### src/rtl/datapath_mux_unit_pkg.sv
// Shared select encodings for the CPU datapath muxes.
// The write-back and destination selects have one unused code (11), which is illegal.
package datapath_mux_unit_pkg;

    localparam logic       ALUSRC_REG = 1'b0;
    localparam logic       ALUSRC_IMM = 1'b1;

    localparam logic [1:0] WB_ALU     = 2'b00;
    localparam logic [1:0] WB_MEM     = 2'b01;
    localparam logic [1:0] WB_LINK    = 2'b10;

    localparam logic [1:0] DST_RT     = 2'b00;
    localparam logic [1:0] DST_RD     = 2'b01;
    localparam logic [1:0] DST_RA     = 2'b10;

    localparam logic [1:0] SEL_ILLEGAL = 2'b11;

    // Only a clean binary 11 counts as illegal; X/Z compares unknown and is ignored.
    function automatic logic is_illegal(input logic [1:0] sel);
        return (sel == SEL_ILLEGAL) ? 1'b1 : 1'b0;
    endfunction

endpackage

### src/rtl/datapath_mux_unit.sv
// Datapath operand/write-back/destination muxes with a sticky illegal-select flag.
// Muxes are purely combinational; only sel_err is clocked.
module datapath_mux_unit
    import datapath_mux_unit_pkg::*;
#(
    parameter int DATA_W   = 32,
    parameter int REG_AW   = 5,
    parameter int LINK_REG = 31
) (
    input  logic              clk,
    input  logic              reset,
    input  logic              alusrc,
    input  logic [DATA_W-1:0] grf_b,
    input  logic [DATA_W-1:0] ext_out,
    output logic [DATA_W-1:0] alusrc_out,
    input  logic [1:0]        datatoreg_sel,
    input  logic [DATA_W-1:0] alu_out,
    input  logic [DATA_W-1:0] dm_data,
    input  logic [DATA_W-1:0] link_addr,
    output logic [DATA_W-1:0] datatoreg_out,
    input  logic [1:0]        regdst_sel,
    input  logic [REG_AW-1:0] rt,
    input  logic [REG_AW-1:0] rd,
    output logic [REG_AW-1:0] reg_rd,
    output logic              sel_err
);

    localparam logic [REG_AW-1:0] LINK_REG_NUM = REG_AW'(LINK_REG);

    logic sel_err_q;
    logic sel_err_d;

    always_comb begin
        alusrc_out = grf_b;
        if (alusrc == ALUSRC_IMM) begin
            alusrc_out = ext_out;
        end
    end

    // Illegal code falls back to the ALU result.
    always_comb begin
        datatoreg_out = alu_out;
        case (datatoreg_sel)
            WB_ALU:  datatoreg_out = alu_out;
            WB_MEM:  datatoreg_out = dm_data;
            WB_LINK: datatoreg_out = link_addr;
            default: datatoreg_out = alu_out;
        endcase
    end

    // Illegal code targets register 0 so the register file drops the write.
    always_comb begin
        reg_rd = '0;
        case (regdst_sel)
            DST_RT:  reg_rd = rt;
            DST_RD:  reg_rd = rd;
            DST_RA:  reg_rd = LINK_REG_NUM;
            default: reg_rd = '0;
        endcase
    end

    always_comb begin
        sel_err_d = sel_err_q;
        if (is_illegal(datatoreg_sel) || is_illegal(regdst_sel)) begin
            sel_err_d = 1'b1;
        end
    end

    always_ff @(posedge clk) begin
        if (reset) begin
            sel_err_q <= 1'b0;
        end else begin
            sel_err_q <= sel_err_d;
        end
    end

    assign sel_err = sel_err_q;

endmodule

### config.mk
export PLATFORM = sky130hd
export DESIGN_NAME = datapath_mux_unit
export DESIGN_NICKNAME = d
export VERILOG_FILES = /design/src/rtl/datapath_mux_unit_pkg.sv /design/src/rtl/datapath_mux_unit.sv
export SDC_FILE = /design/constraint.sdc
export NUM_CORES = 1
export LEC_CHECK = 0
export ABC_AREA = 1
export BUFFER_PORTS_ARGS = -buffer_cell sky130_fd_sc_hd__buf_2
export CAP_MARGIN = 0
export CORE_AREA = 8 8 89 91
export CTS_CLUSTER_DIAMETER = 40
export CTS_CLUSTER_SIZE = 20
export DETAILED_ROUTE_END_ITERATION = 6
export DIE_AREA = 0 0 97 99
export PLACE_DENSITY = 0.71
export SLEW_MARGIN = 5
export SYNTH_ARGS = -nofsm -noshare
export SYNTH_HDL_FRONTEND = slang
export SYNTH_SLANG_ARGS = --single-unit
### constraint.sdc
create_clock -name clk -period 2.55 [get_ports clk]
set_input_delay 0.6375 -clock clk [delete_from_list [all_inputs] [get_ports clk]]
set_output_delay 0.6375 -clock clk [all_outputs]
set_load 0.005 [all_outputs]
# After elaboration in Yosys (flattened, before gate mapping)
# Index checks and enable logic that the tools add are counted.
dict set report word_totals {
  reg_bits 1
  in_bits 177
  elab_cells 14
}
dict set report classes {
  n_eq_ne 6
  n_mux 5
  n_reduce_logical 2
}
# operator n
set op_table {}
lappend op_table {{$pmux W32 S2} 1}
lappend op_table {{$mux W32} 1}
lappend op_table {{$pmux W5 S3} 1}
lappend op_table {{$eq A2 B2 Y1 const B} 4}
lappend op_table {{$eq A2 B1 Y1 const B} 2}
lappend op_table {{$logic_not A2 Y1} 1}
lappend op_table {{$mux W1} 2}
lappend op_table {{$logic_or A1 B1 Y1} 1}

# Logic depth before layout (Yosys ltp)
dict set report logic_depth {
  word_depth 3
  depth_mapped 7
  mapped_depth_nobuf 6
}

# Worst setup path after synthesis
# Ideal clock, no wire load.
dict set report synth_path {
  kind {input to output}
  from {input port datatoreg_sel[0]}
  to {output port datatoreg_out[0]}
  t_arrival_ns 1.416
  setup_slack_ns 0.496
  cell_stages 7
  path_buffers 2
  cell_sequence {inv_1 > ha_1 > buf_2 > inv_2 > buf_8 > nand2_1 > nand2_1}
}
dict set report synth_between {
  elab_chain_len 2
}
# item line
set synth_lines {}
lappend synth_lines {{start, declared} datapath_mux_unit.sv:16} ;# input logic [1:0] datatoreg_sel,
lappend synth_lines {{$eq A2 B2 Y1 or $eq A2 B1 Y1 (tied branches)} datapath_mux_unit.sv:43} ;# case (datatoreg_sel)
lappend synth_lines {{$pmux W32 S2 (*)} datapath_mux_unit.sv:43}
lappend synth_lines {{end, declared} datapath_mux_unit.sv:20} ;# output logic [DATA_W-1:0] datatoreg_out,
# Mark *: on every way between the ends. The rest lies on a longest branch, timed or not.

# Final worst setup path
dict set report layout_path {
  from {input port datatoreg_sel[0]}
  to {output port datatoreg_out[4]}
}
# The elaborated chain is that of the path after synthesis.

==> metrics.md <==
| Metric | Value |
|---|---|
| Worst slew margin | 75.52% |
| I/O pins | 247 |
| CP startpoint | datatoreg_sel[0] |
| Clock slew at reported path FFs | 0 ns |
| Pwr dens | 184.7 nW/um2 |
| Diode count | 0 |
| Int Power | 0.0002635 W |
| Die area | 9603 um2 |
| Fillers | 747 |
| Top post-synthesis cells by area | nand2_1, o21ai_1, inv_1, buf_6, nand3_1 |
| Final wirelength | 8285 um |
| Switch Pwr | 0.0002379 W |
| Iteration count of the initial detailed-routing pass | 4 |
| Post-route total power | 0.0005014 W |
| RSZ-0062 raised after global routing | no |
| Clk_skew | 0 ns |
| Post-CTS Setup Inserts | 0 |
| RR Startpoint | sel_err$_SDFFE_PP0P_ |
| Nets | 751 |
| Wire length per cell | 12.77 um |
| Period utilization | 90.66% |
| Hold crit path type | register to register |
| Top cell type's share of synthesized area | 58.93% |
| Max Transition Viols Final | 0 |
| Resize count post-CTS | 0 |
| Kind of critical path | primary input to primary output |
| Reg2Reg Depth | 2 |
| Post-route antenna net violation count | 0 |
| Via density | 4.193 |
| Synth warn | 0 |
| Combinational share of power | 96.4% |
| Highest clock rate | 432.6 MHz |
| All-Layer GR Usage | 15.15% |
| Worst setup margin | 0.2382 ns |
| WP depth | 8 |
| Switching Share | 47.45% |
| Final Critical Period | 2.312 ns |
| Hold Slack | 0.4915 ns |
| Synthesized flop and latch total | 1 |
| Grt total ovfl | 0 |
| DRC Markers | 0 |
| GR peak layer | met2 |
| Port Buf Inserts | 246 |
| Area grow syn2layout | 84.52% |
| Met3 usage | 4.409% |
| Detailed placement HPWL | 7156 um |
| 1st-iter DRT viols | 67 |
| Mean Syn Cell Area | 4.353 um2 |
| Crit path DAT | 1.67 ns |
| Post-Place Setup Slack | 0.2162 ns |
| Critical path, cell by cell | buf_2 > inv_1 > ha_1 > inv_2 > buf_12 > nand2_1 > nand2_1 > buf_2 |
| Hold-fix buffers, CTS | 0 |
| Setup violations, final | 0 |
| CP max FO | 30 |
| CP Data Required Time | 1.91 ns |
| Synthesized net count | 518 |
| Die Wd | 97 um |
| Pin count of the biggest net entering global routing | 43 |
| Die Height | 99 um |
| Layout cells sized above 1 | 44.82% |
| R2r setup slk | 1.99 ns |
| Met1 global-route usage | 16.13% |
| Clock power share | 0% |
| Placer Congestion | 0.8766 |
| Maximum VDD drop | 0.0001318 V |
| Crit path largest cell delay | 0.34 ns |
| Post-synthesis cell area | 1471 um2 |
| Final Non-Filler Cells | 649 |
| Via count | 2721 |
| Core ar. | 6569 um2 |
| Clock latency on the worst-skew pair | 0 ns |
| Synth cell types | 14 |
| Post-Syn Instances | 338 |
| Slew @ Worst Pin | 0.3672 ns |
| Register area share after synthesis | 1.361% |
| Worst Setup EP | datatoreg_out[4] |
| CP Capture Type | primary output |
| Initial Util | 22.40% |
| Global Route met2 Usage | 28.59% |
| Area leader, netlist | nand2_1 |
| Status | complete, no violations |
| Placed insts | 649 |
| Final Hold Violating Endpoints | 0 |
| Max FFs per register | 1 |
| CP Buf/Inv Count | 5 |
| Top delay family on crit path | buffers and inverters |
| Worst r2r dst | sel_err$_SDFFE_PP0P_ |
| First-pass GRT wire length | 12620 um |
| Startpoint Class | primary input |
| Leakage power | 1.964 nW |
| Vias in the first global route | 2722 |
| MaxCap Viol Count | 0 |
| Fin Setup TNS | 0 ns |
| Initial antenna violation count | 1 |
| Flop pwr share | 3.6% |
| Slowest cell on the critical path | ha_1 |
| Core Rows | 30 |
per-layer routing:
metal | vias up | routed length, um
met4 | 2 | 167
met3 | 20 | 673
met5 | - | 8
met1 | 1103 | 3112
met2 | 132 | 4323
li1 | 1464 | -
cell usage after synthesis:
cell type and number:
ha_1 3, nand2_1 231, dfxtp_1 1, buf_2 8, buf_8 3, buf_4 4, o21ai_1 32, nor2_2 1
nand3_1 10, nor2_1 1, inv_1 35, a21oi_1 1, buf_6 6, inv_2 2
through the flow:
stage	instance area (um2)	util, %
after floorplan	1471	-
after global placement	2715	41.33
after detailed placement	2715	41.33
after CTS	2715	41.33
after global routing	2715	41.33
final	2715	41.33
power by group through the flow:
stage	clock (W)	sequential (W)	combinational (W)
6_report	0	0.0000179	0.000483
5_1_grt	0	0.0000182	0.000546
4_1_cts	0	0.0000179	0.000493
3_5_place_dp	0	0.0000178	0.000491
3_3_place_gp	0	0.0000178	0.000483
2_1_floorplan	0	0.0000181	0.000227
logic make-up after synthesis:
group | Yosys count | synth area share, %
AOI/OAI and AO/OA | 33 | 11.22
adders and majority gates | 3 | 2.551
buffers and inverters | 58 | 21.85
DFF | 1 | 1.361
and+or+nand+nor | 243 | 63.01
cell usage in the layout (no fill, tap or decap), types with 2 or more instances in the layout:
cell     count
buf_12       4
buf_2      246
buf_4        2
ha_1         3
inv_1       35
inv_2        2
nand2_1    231
nand3_1     10
o21ai_1     32
worst register-to-register path, delay by kind of cell, from the launching register on:
| family | cells | cell delay [ns] |
|---|---|---|
| compound gates | 1 | 0.06 |
| flops | 1 | 0.29 |
| simple gates | 1 | 0.09 |
cell type report:
cell class                 count  area [um2]  area share, %
sequential                     1       20.02         0.7373
timing repair buffer         252        1326          48.85
tap                           80       100.1          3.687
multi-input combinational    279        1130          41.61
inverter                      37       138.9          5.115
how the worst min path moves through the flow:
stage	from	endpoint	slack [ns]	depth (start not counted)
after floorplan	sel_err$_SDFFE_PP0P_	sel_err$_SDFFE_PP0P_	0.49	2
after global placement	sel_err$_SDFFE_PP0P_	sel_err$_SDFFE_PP0P_	0.48	2
after detailed placement	sel_err$_SDFFE_PP0P_	sel_err$_SDFFE_PP0P_	0.49	2
after CTS	sel_err$_SDFFE_PP0P_	sel_err$_SDFFE_PP0P_	0.49	2
after global routing	sel_err$_SDFFE_PP0P_	sel_err$_SDFFE_PP0P_	0.53	2
final	sel_err$_SDFFE_PP0P_	sel_err$_SDFFE_PP0P_	0.49	2
Power figures use the tool's default switching activity.
